`src/rtl/fir_pkg.sv`:
```
// Shared types, default DSP widths and the output saturation helper for fir_interp_poly.
package fir_pkg;

    typedef enum logic [2:0] {
        ST_FLUSH,
        ST_IDLE,
        ST_MAC,
        ST_DRAIN,
        ST_OUT
    } state_t;

    localparam int FIR_INTERP    = 8;
    localparam int FIR_TAPS      = 7;
    localparam int FIR_DATA_W    = 18;
    localparam int FIR_COEF_W    = 18;
    localparam int FIR_ACC_W     = 48;
    localparam int FIR_OUT_SHIFT = 16;
    localparam int SAT_W         = 64;

    // Clamp a shifted accumulator to the dw-bit signed range; caller keeps the low dw bits.
    function automatic logic [SAT_W-1:0] saturate(input logic signed [SAT_W-1:0] v, input int dw);
        logic signed [SAT_W-1:0] hi;
        logic signed [SAT_W-1:0] lo;
        hi = (64'sd1 <<< (dw - 1)) - 64'sd1;
        lo = -hi - 64'sd1;
        if (v > hi)
            return hi;
        else if (v < lo)
            return lo;
        else
            return v;
    endfunction

endpackage

```
`src/rtl/dp_ram.sv`:
```
// Simple dual-port RAM: one write port, one registered read port.
// Latency: read data valid one cycle after rd_vld.
// Backpressure: none; both ports accept every cycle.
module dp_ram #(
    parameter int W  = 36,
    parameter int D  = 7,
    parameter int AW = $clog2(D)
) (
    input  logic          clk,
    input  logic          wr_vld,
    input  logic [AW-1:0] wr_addr,
    input  logic [W-1:0]  wr_dat,
    input  logic          rd_vld,
    input  logic [AW-1:0] rd_addr,
    output logic [W-1:0]  rd_dat
);

    logic [W-1:0] mem [D];

    always_ff @(posedge clk) begin
        if (wr_vld)
            mem[wr_addr] <= wr_dat;
        if (rd_vld)
            rd_dat <= mem[rd_addr];
    end

endmodule

```
`src/rtl/fir_coef_bank.sv`:
```
// Coefficient register file, INTERP*TAPS entries indexed k*INTERP+p, cleared by reset.
// Latency: write lands on the next edge; read is combinational on {k,p}.
// Backpressure: none; the caller gates wr_vld.
module fir_coef_bank #(
    parameter int INTERP = 8,
    parameter int TAPS   = 7,
    parameter int COEF_W = 18,
    parameter int AW     = $clog2(INTERP*TAPS),
    parameter int KW     = $clog2(TAPS),
    parameter int PW     = $clog2(INTERP)
) (
    input  logic              clk,
    input  logic              reset,
    input  logic              wr_vld,
    input  logic [AW-1:0]     wr_addr,
    input  logic [COEF_W-1:0] wr_dat,
    input  logic [KW-1:0]     rd_k,
    input  logic [PW-1:0]     rd_p,
    output logic [COEF_W-1:0] rd_dat
);

    localparam int N = INTERP * TAPS;

    logic [COEF_W-1:0] regs [N];
    logic [AW-1:0]     rd_idx;

    always_ff @(posedge clk or posedge reset) begin
        if (reset) begin
            for (int i = 0; i < N; i++)
                regs[i] <= '0;
        end else if (wr_vld && (int'(wr_addr) < N)) begin
            regs[wr_addr] <= wr_dat;
        end
    end

    assign rd_idx = AW'(int'(rd_k) * INTERP + int'(rd_p));
    assign rd_dat = regs[rd_idx];

endmodule

```
`src/rtl/fir_interp_poly.sv`:
```
// Polyphase interpolating FIR: one stereo sample in, INTERP outputs per channel; FIR_INTERP_SAT_EN clamps outputs.
// Latency: phase p output appears (p+1)*(TAPS+3) cycles after the accept edge.
// Backpressure: none; strobes while busy are dropped and set the sticky overrun flag.
module fir_interp_poly
    import fir_pkg::*;
#(
    parameter int INTERP    = FIR_INTERP,
    parameter int TAPS      = FIR_TAPS,
    parameter int DATA_W    = FIR_DATA_W,
    parameter int COEF_W    = FIR_COEF_W,
    parameter int ACC_W     = FIR_ACC_W,
    parameter int OUT_SHIFT = FIR_OUT_SHIFT,
    localparam int CAW      = $clog2(INTERP*TAPS)
) (
    input  logic              clk,
    input  logic              reset,
    input  logic              sample_in_rdy,
    input  logic [DATA_W-1:0] sample_in_l,
    input  logic [DATA_W-1:0] sample_in_r,
    output logic              sample_out_rdy,
    output logic [DATA_W-1:0] sample_out_l,
    output logic [DATA_W-1:0] sample_out_r,
    output logic              done,
    output logic              busy,
    output logic              overrun,
    input  logic              coef_wr,
    input  logic [CAW-1:0]    coef_addr,
    input  logic [COEF_W-1:0] coef_data
);

    localparam int KW     = $clog2(TAPS);
    localparam int PW     = $clog2(INTERP);
    localparam int PROD_W = DATA_W + COEF_W;

    state_t state, state_nxt;

    logic [KW-1:0]          k_cnt, head, base, ram_wa, ram_ra;
    logic [KW:0]            rd_sum;
    logic [PW-1:0]          p_cnt;
    logic                   drain, accept, ram_we, ram_re, vld1, vld2, p_last;
    logic [2*DATA_W-1:0]    ram_wd, ram_rd;
    logic [COEF_W-1:0]      coef_rd;
    logic signed [COEF_W-1:0] coef_q;
    logic signed [DATA_W-1:0] x_l, x_r;
    logic signed [PROD_W-1:0] prod_l, prod_r;
    logic signed [ACC_W-1:0]  acc_l, acc_r;
    logic [DATA_W-1:0]      res_l, res_r;

    // Newest sample sits at base; older ones follow at increasing indices.
    assign rd_sum = {1'b0, base} + {1'b0, k_cnt};
    assign ram_ra = (rd_sum >= (KW+1)'(TAPS)) ? KW'(rd_sum - (KW+1)'(TAPS)) : rd_sum[KW-1:0];
    assign x_l    = ram_rd[2*DATA_W-1:DATA_W];
    assign x_r    = ram_rd[DATA_W-1:0];
    assign p_last = (p_cnt == PW'(INTERP-1));

`ifdef FIR_INTERP_SAT_EN
    assign res_l = DATA_W'(saturate(SAT_W'(acc_l >>> OUT_SHIFT), DATA_W));
    assign res_r = DATA_W'(saturate(SAT_W'(acc_r >>> OUT_SHIFT), DATA_W));
`else
    assign res_l = DATA_W'(acc_l >>> OUT_SHIFT);
    assign res_r = DATA_W'(acc_r >>> OUT_SHIFT);
`endif

    always_ff @(posedge clk or posedge reset) begin
        if (reset)
            state <= ST_FLUSH;
        else
            state <= state_nxt;
    end

    always_comb begin
        state_nxt = state;
        busy      = 1'b1;
        accept    = 1'b0;
        ram_we    = 1'b0;
        ram_re    = 1'b0;
        ram_wa    = head;
        ram_wd    = {sample_in_l, sample_in_r};
        case (state)
            ST_FLUSH: begin
                ram_we = 1'b1;
                ram_wa = k_cnt;
                ram_wd = '0;
                if (k_cnt == KW'(TAPS-1))
                    state_nxt = ST_IDLE;
            end
            ST_IDLE: begin
                busy = 1'b0;
                if (sample_in_rdy) begin
                    accept    = 1'b1;
                    ram_we    = 1'b1;
                    state_nxt = ST_MAC;
                end
            end
            ST_MAC: begin
                ram_re = 1'b1;
                if (k_cnt == KW'(TAPS-1))
                    state_nxt = ST_DRAIN;
            end
            ST_DRAIN: if (drain) state_nxt = ST_OUT;
            ST_OUT:   state_nxt = p_last ? ST_IDLE : ST_MAC;
            default:  state_nxt = ST_FLUSH;
        endcase
    end

    always_ff @(posedge clk or posedge reset) begin
        if (reset) begin
            k_cnt          <= '0;
            drain          <= 1'b0;
            head           <= '0;
            base           <= '0;
            p_cnt          <= '0;
            overrun        <= 1'b0;
            vld1           <= 1'b0;
            vld2           <= 1'b0;
            coef_q         <= '0;
            prod_l         <= '0;
            prod_r         <= '0;
            acc_l          <= '0;
            acc_r          <= '0;
            sample_out_rdy <= 1'b0;
            sample_out_l   <= '0;
            sample_out_r   <= '0;
            done           <= 1'b0;
        end else begin
            k_cnt <= ((state == ST_FLUSH || state == ST_MAC) && state_nxt == state) ? k_cnt + 1'b1 : '0;
            drain <= (state == ST_DRAIN) && !drain;
            if (accept) begin
                head  <= (head == '0) ? KW'(TAPS-1) : head - 1'b1;
                base  <= head;
                p_cnt <= '0;
            end else if (state == ST_OUT) begin
                p_cnt <= p_cnt + 1'b1;
            end
            if (sample_in_rdy && busy)
                overrun <= 1'b1;

            // Read -> multiply -> accumulate; the two DRAIN cycles cover the tail.
            vld1   <= ram_re;
            coef_q <= coef_rd;
            prod_l <= x_l * coef_q;
            prod_r <= x_r * coef_q;
            vld2   <= vld1;
            if (state_nxt == ST_MAC && state != ST_MAC) begin
                acc_l <= '0;
                acc_r <= '0;
            end else if (vld2) begin
                acc_l <= acc_l + ACC_W'(prod_l);
                acc_r <= acc_r + ACC_W'(prod_r);
            end

            sample_out_rdy <= (state == ST_OUT);
            done           <= (state == ST_OUT) && p_last;
            sample_out_l   <= (state == ST_OUT) ? res_l : '0;
            sample_out_r   <= (state == ST_OUT) ? res_r : '0;
        end
    end

    dp_ram #(
        .W (2*DATA_W),
        .D (TAPS)
    ) u_hist (
        .clk     (clk),
        .wr_vld  (ram_we),
        .wr_addr (ram_wa),
        .wr_dat  (ram_wd),
        .rd_vld  (ram_re),
        .rd_addr (ram_ra),
        .rd_dat  (ram_rd)
    );

    fir_coef_bank #(
        .INTERP (INTERP),
        .TAPS   (TAPS),
        .COEF_W (COEF_W)
    ) u_coef (
        .clk     (clk),
        .reset   (reset),
        .wr_vld  (coef_wr && !busy),
        .wr_addr (coef_addr),
        .wr_dat  (coef_data),
        .rd_k    (k_cnt),
        .rd_p    (p_cnt),
        .rd_dat  (coef_rd)
    );

endmodule

```
`config.mk`:
```
export PLATFORM = sky130hd
export DESIGN_NAME = fir_interp_poly
export DESIGN_NICKNAME = d
export VERILOG_FILES = /design/src/rtl/fir_pkg.sv /design/src/rtl/dp_ram.sv /design/src/rtl/fir_coef_bank.sv /design/src/rtl/fir_interp_poly.sv
export SDC_FILE = /design/constraint.sdc
export NUM_CORES = 2
export LEC_CHECK = 0
export BUFFER_PORTS_ARGS = -buffer_cell sky130_fd_sc_hd__buf_2
export CAP_MARGIN = 0
export CORE_MARGIN = 2
export CORE_UTILIZATION = 35
export DETAILED_ROUTE_END_ITERATION = 8
export GPL_TIMING_DRIVEN = 1
export SYNTH_ARGS = -nofsm -noshare
export SYNTH_HDL_FRONTEND = slang
export SYNTH_SLANG_ARGS = --single-unit
```
`constraint.sdc`:
```
create_clock -name clk -period 80.2 [get_ports clk]
set_clock_uncertainty 0.05 [all_clocks]
set_input_delay 16.04 -clock clk [delete_from_list [all_inputs] [get_ports clk]]
set_output_delay 16.04 -clock clk [all_outputs]
set_load 0.02 [all_outputs]
```
==> impl_metrics.csv <==
group,metric,value,unit
floorplanning,die-area,0.261,mm^2
drt,wl_per_cell,21.0,um
timing,fmax,51.5,MHz
worst_setup_path,slowest_delay,0.84,ns
global_routing,antenna_found_initial,18,
global_routing,grt_start_max_net_pins,107,
cts,clockBufferDepth,3,
timing,hold_viol,0,
worst_hold_path,worstHoldStart,"vld1",
floorplanning,num_rows,186,
global_routing,track_usage,0.168,
worst_setup_path,cp-end-kind,"asynchronous set/reset pin",
finish,fill_cells,24100,
logic_synthesis,synth-edff-count,288,
worst_setup_path,crit_path_frequent_cell,"buf_4",
cts,hold_buffers,0,
worst_setup_path,crit_path_cell_trace,"buf_2 > inv_8 > buf_4 > buf_4 > buf_4 > buf_4",
cts,post_cts_buffers,0,
power,vdd_drop_max,0.0000710,V
finish,post-route-util,0.389,
cts,cts_resized,0,
power,power,3.42,mW
timing,fin_ws,60.78,ns
place,gp_congestion,0.823,
cts,cts_tree,"yes",
finish,multi_input_area,0.0464,mm^2
worst_setup_path,cp.required,80.82,ns
global_routing,grt_pass1_vias,57000,
timing,rsz0062_at_grt,"no",
cts,numCtsBuffers,163,
logic_synthesis,synthesis.nets,7849,
timing,setup_viol,0,
place,hpwl,143000,um
drt,drt_pass1_iterations,7,
cts,cts-root-buf,"clkbuf_16",
timing,finalHoldWorstSlack,0.307,ns
timing,timing.final.crit_share,0.242,
place,post-place-ws,59.69,ns
drt,viasPerCell,5.13,
global_routing,grt-ovfl-total,0,
worst_setup_path,cp_max_fo,106,
logic_synthesis,ys.warnings.count,0,
worst_setup_path,worstPathArrival,20.04,ns
cts,cts_sinks,1507,
timing,maxSlewViolCount,0,
logic_synthesis,yosysSeqAreaShare,0.436,
logic_synthesis,synthCells,6896,
worst_setup_path,critPathLaunch,"reset",
timing,maxSlewHeadroom,0.175,
drt,vias,53200,
global_routing,grt_pass1_wl,343000,um
worst_setup_path,slowest_stage,"buf_4",
logic_synthesis,synth_cell_type_count,84,
drt,drc,0,
logic_synthesis,async_reset_ff_frac,0.809,
worst_setup_path,path_buf_inv,6,
finish,regArea,0.0392,mm^2
floorplanning,core_area,0.256,mm^2
worst_setup_path,startpoint_type,"input pin",
cts,clk_latency,0.86,ns
worst_setup_path,r2r_start,"u_hist.rd_dat[10]",
drt,routed_wl,218000,um
logic_synthesis,syn_area,0.0898,mm^2
logic_synthesis,synth_seq_cells,1507,
logic_synthesis,synth.avg_cell_area,13.0,um^2
worst_setup_path,cp_top_family,"buffers and inverters",
floorplanning,die_h,511,um
power,p_per_area,34.3,mW/mm^2
timing,finalSetupTns,0,ns
floorplanning,start_util,0.351,
finish,area_growth_syn_to_layout,10.9,%
worst_hold_path,hp-class,"reg2reg",
worst_setup_path,critical_path_class,"in2async",
run,cap_violations,0,
drt,first_iter_violations,3402,
cts,path_clk_slew,0.06,ns
cts,htreeDepth,4,
drt,ant_nets,0,
finish,drive_above_1_share,0.270,
floorplanning,dieWidth,511,um
power,p_leak,46.4,nW
logic_synthesis,synthFlopType,"dfrtp_1",
timing,min_period,19.42,ns
finish,final_nets,7796,
floorplanning,ios,104,
place,port_buffers,103,
run_status,status,"finished, final reports clean",
timing,worst_slew_pin_slew,1.24,ns
Yosys cell counts, types with 14 or more instances:
| cell | count | area [um^2] |
|---|---|---|
| dfrtp_1 | 1219 | 30500 |
| mux2_2 | 1008 | 11400 |
| inv_1 | 743 | 2790 |
| fa_1 | 633 | 12700 |
| nand2_1 | 486 | 1820 |
| clkbuf_1 | 362 | 1360 |
| mux4_2 | 335 | 7540 |
| and2_1 | 327 | 2050 |
| edfxtp_1 | 288 | 8650 |
| ha_1 | 256 | 3200 |
| nor2_1 | 210 | 788 |
| o21ai_0 | 167 | 836 |
| mux2i_1 | 122 | 1220 |
| a21oi_1 | 102 | 510 |
| xnor2_1 | 99 | 867 |
| nor2b_1 | 50 | 313 |
| buf_1 | 45 | 169 |
| and3_1 | 42 | 263 |
| a21o_1 | 41 | 308 |
| xor2_1 | 38 | 333 |
| nand3_1 | 35 | 175 |
| nand2b_1 | 29 | 181 |
| nor3_1 | 24 | 120 |
| o21a_1 | 21 | 158 |
| o21bai_1 | 20 | 150 |
| a31oi_1 | 16 | 100 |
| a211oi_1 | 15 | 113 |
| buf_2 | 14 | 70.1 |
layout make-up:
class                      instances  share of cell area
clock inverter                    82              0.0118
timing repair buffer             206              0.0133
tap                             3384              0.0425
sequential                      1507               0.393
antenna                            6            0.000151
clock buffer                     221              0.0451
multi-input combinational       4221               0.466
inverter                         744              0.0281
path summary, 6_finish.rpt:
check / end / slack [ns] / depth (start not counted)
max in group clk: u_coef.regs[427] / 61.78 / 6
min in group asynchronous: u_coef.regs[359] / 15.26 / 2
min reg2reg: vld2 / 0.31 / 0
max reg2reg: prod_r[33] / 72.35 / 19
min: vld2 / 0.31 / 0
max: vld2 / 60.78 / 6
worst register-to-register path, cell delays in order (launching register included):
cell and delay, ns:
edfxtp_1 0.99, nand2_1 0.21, fa_1 0.55, fa_1 0.59
fa_1 0.45, fa_1 0.55, inv_1 0.05, fa_1 0.49
fa_1 0.44, ha_1 0.37, a211o_1 0.29, or3_1 0.30
o21bai_1 0.28, a21oi_1 0.17, o41ai_1 0.53, o21ai_1 0.21
o41ai_1 0.62, o21ai_1 0.17, a21oi_1 0.20, xnor2_1 0.19
where the power goes:
part,leakage [nW],switching [mW],internal (mW)
logic,24.2,0.946,0.649
registers,19.4,0.119,0.928
clock network,2.72,0.330,0.450
layer usage:
layer	track usage	part of all wire	vias up
met3	0.0242	0.040	278
met2	0.285	0.49	1035
met1	0.227	0.44	28600
met4	0.0433	0.024	12
li1	-	-	23300
met5	0	0.00036	-
cells by family after synthesis:
logic type               synth area share
adder cells (fa/ha/maj)             0.177
buffers and inverters              0.0493
AO/OA/AOI/OAI                      0.0327
multiplexers                        0.224
AND/OR/NAND/NOR                    0.0680
flip-flops                          0.436
XOR/XNOR                           0.0134
through the flow:
stage,std cells,area [um^2]
floorplan,6896,89800
global placement,10100,94000
detailed placement,10100,94000
CTS,10400,99600
global route,10400,99600
finish,10400,99700
cells in the final DEF (no fill, tap or decap), drive strengths merged, types with 7 or more instances in the layout:
| master | count |
|---|---|
| a211oi | 15 |
| a21o | 44 |
| a21oi | 103 |
| a31oi | 17 |
| and2 | 327 |
| and3 | 42 |
| buf | 206 |
| bufinv | 15 |
| clkbuf | 221 |
| clkinv | 48 |
| clkinvlp | 12 |
| dfrtp | 1219 |
| edfxtp | 288 |
| fa | 633 |
| ha | 256 |
| inv | 751 |
| mux2 | 1010 |
| mux2i | 122 |
| mux4 | 335 |
| nand2 | 486 |
| nand2b | 29 |
| nand3 | 36 |
| nand4 | 11 |
| nor2 | 210 |
| nor2b | 51 |
| nor3 | 24 |
| nor3b | 7 |
| o21a | 21 |
| o21ai | 171 |
| o21bai | 20 |
| o221ai | 9 |
| o22ai | 9 |
| or2 | 8 |
| or3 | 11 |
| xnor2 | 99 |
| xor2 | 38 |
state kept, by name, indices dropped and copies added (netlist names), 3 cells and up:
signal         cells
sample_out_l      18
p_cnt              3
coef_q            18
u_hist.mem       252
prod_l            34
sample_out_r      18
k_cnt              3
base               3
state              3
prod_r            34
acc_l             34
u_hist.rd_dat     36
head               3
acc_r             34
u_coef.regs     1008
No activity file was read; power rests on OpenSTA's default activity.
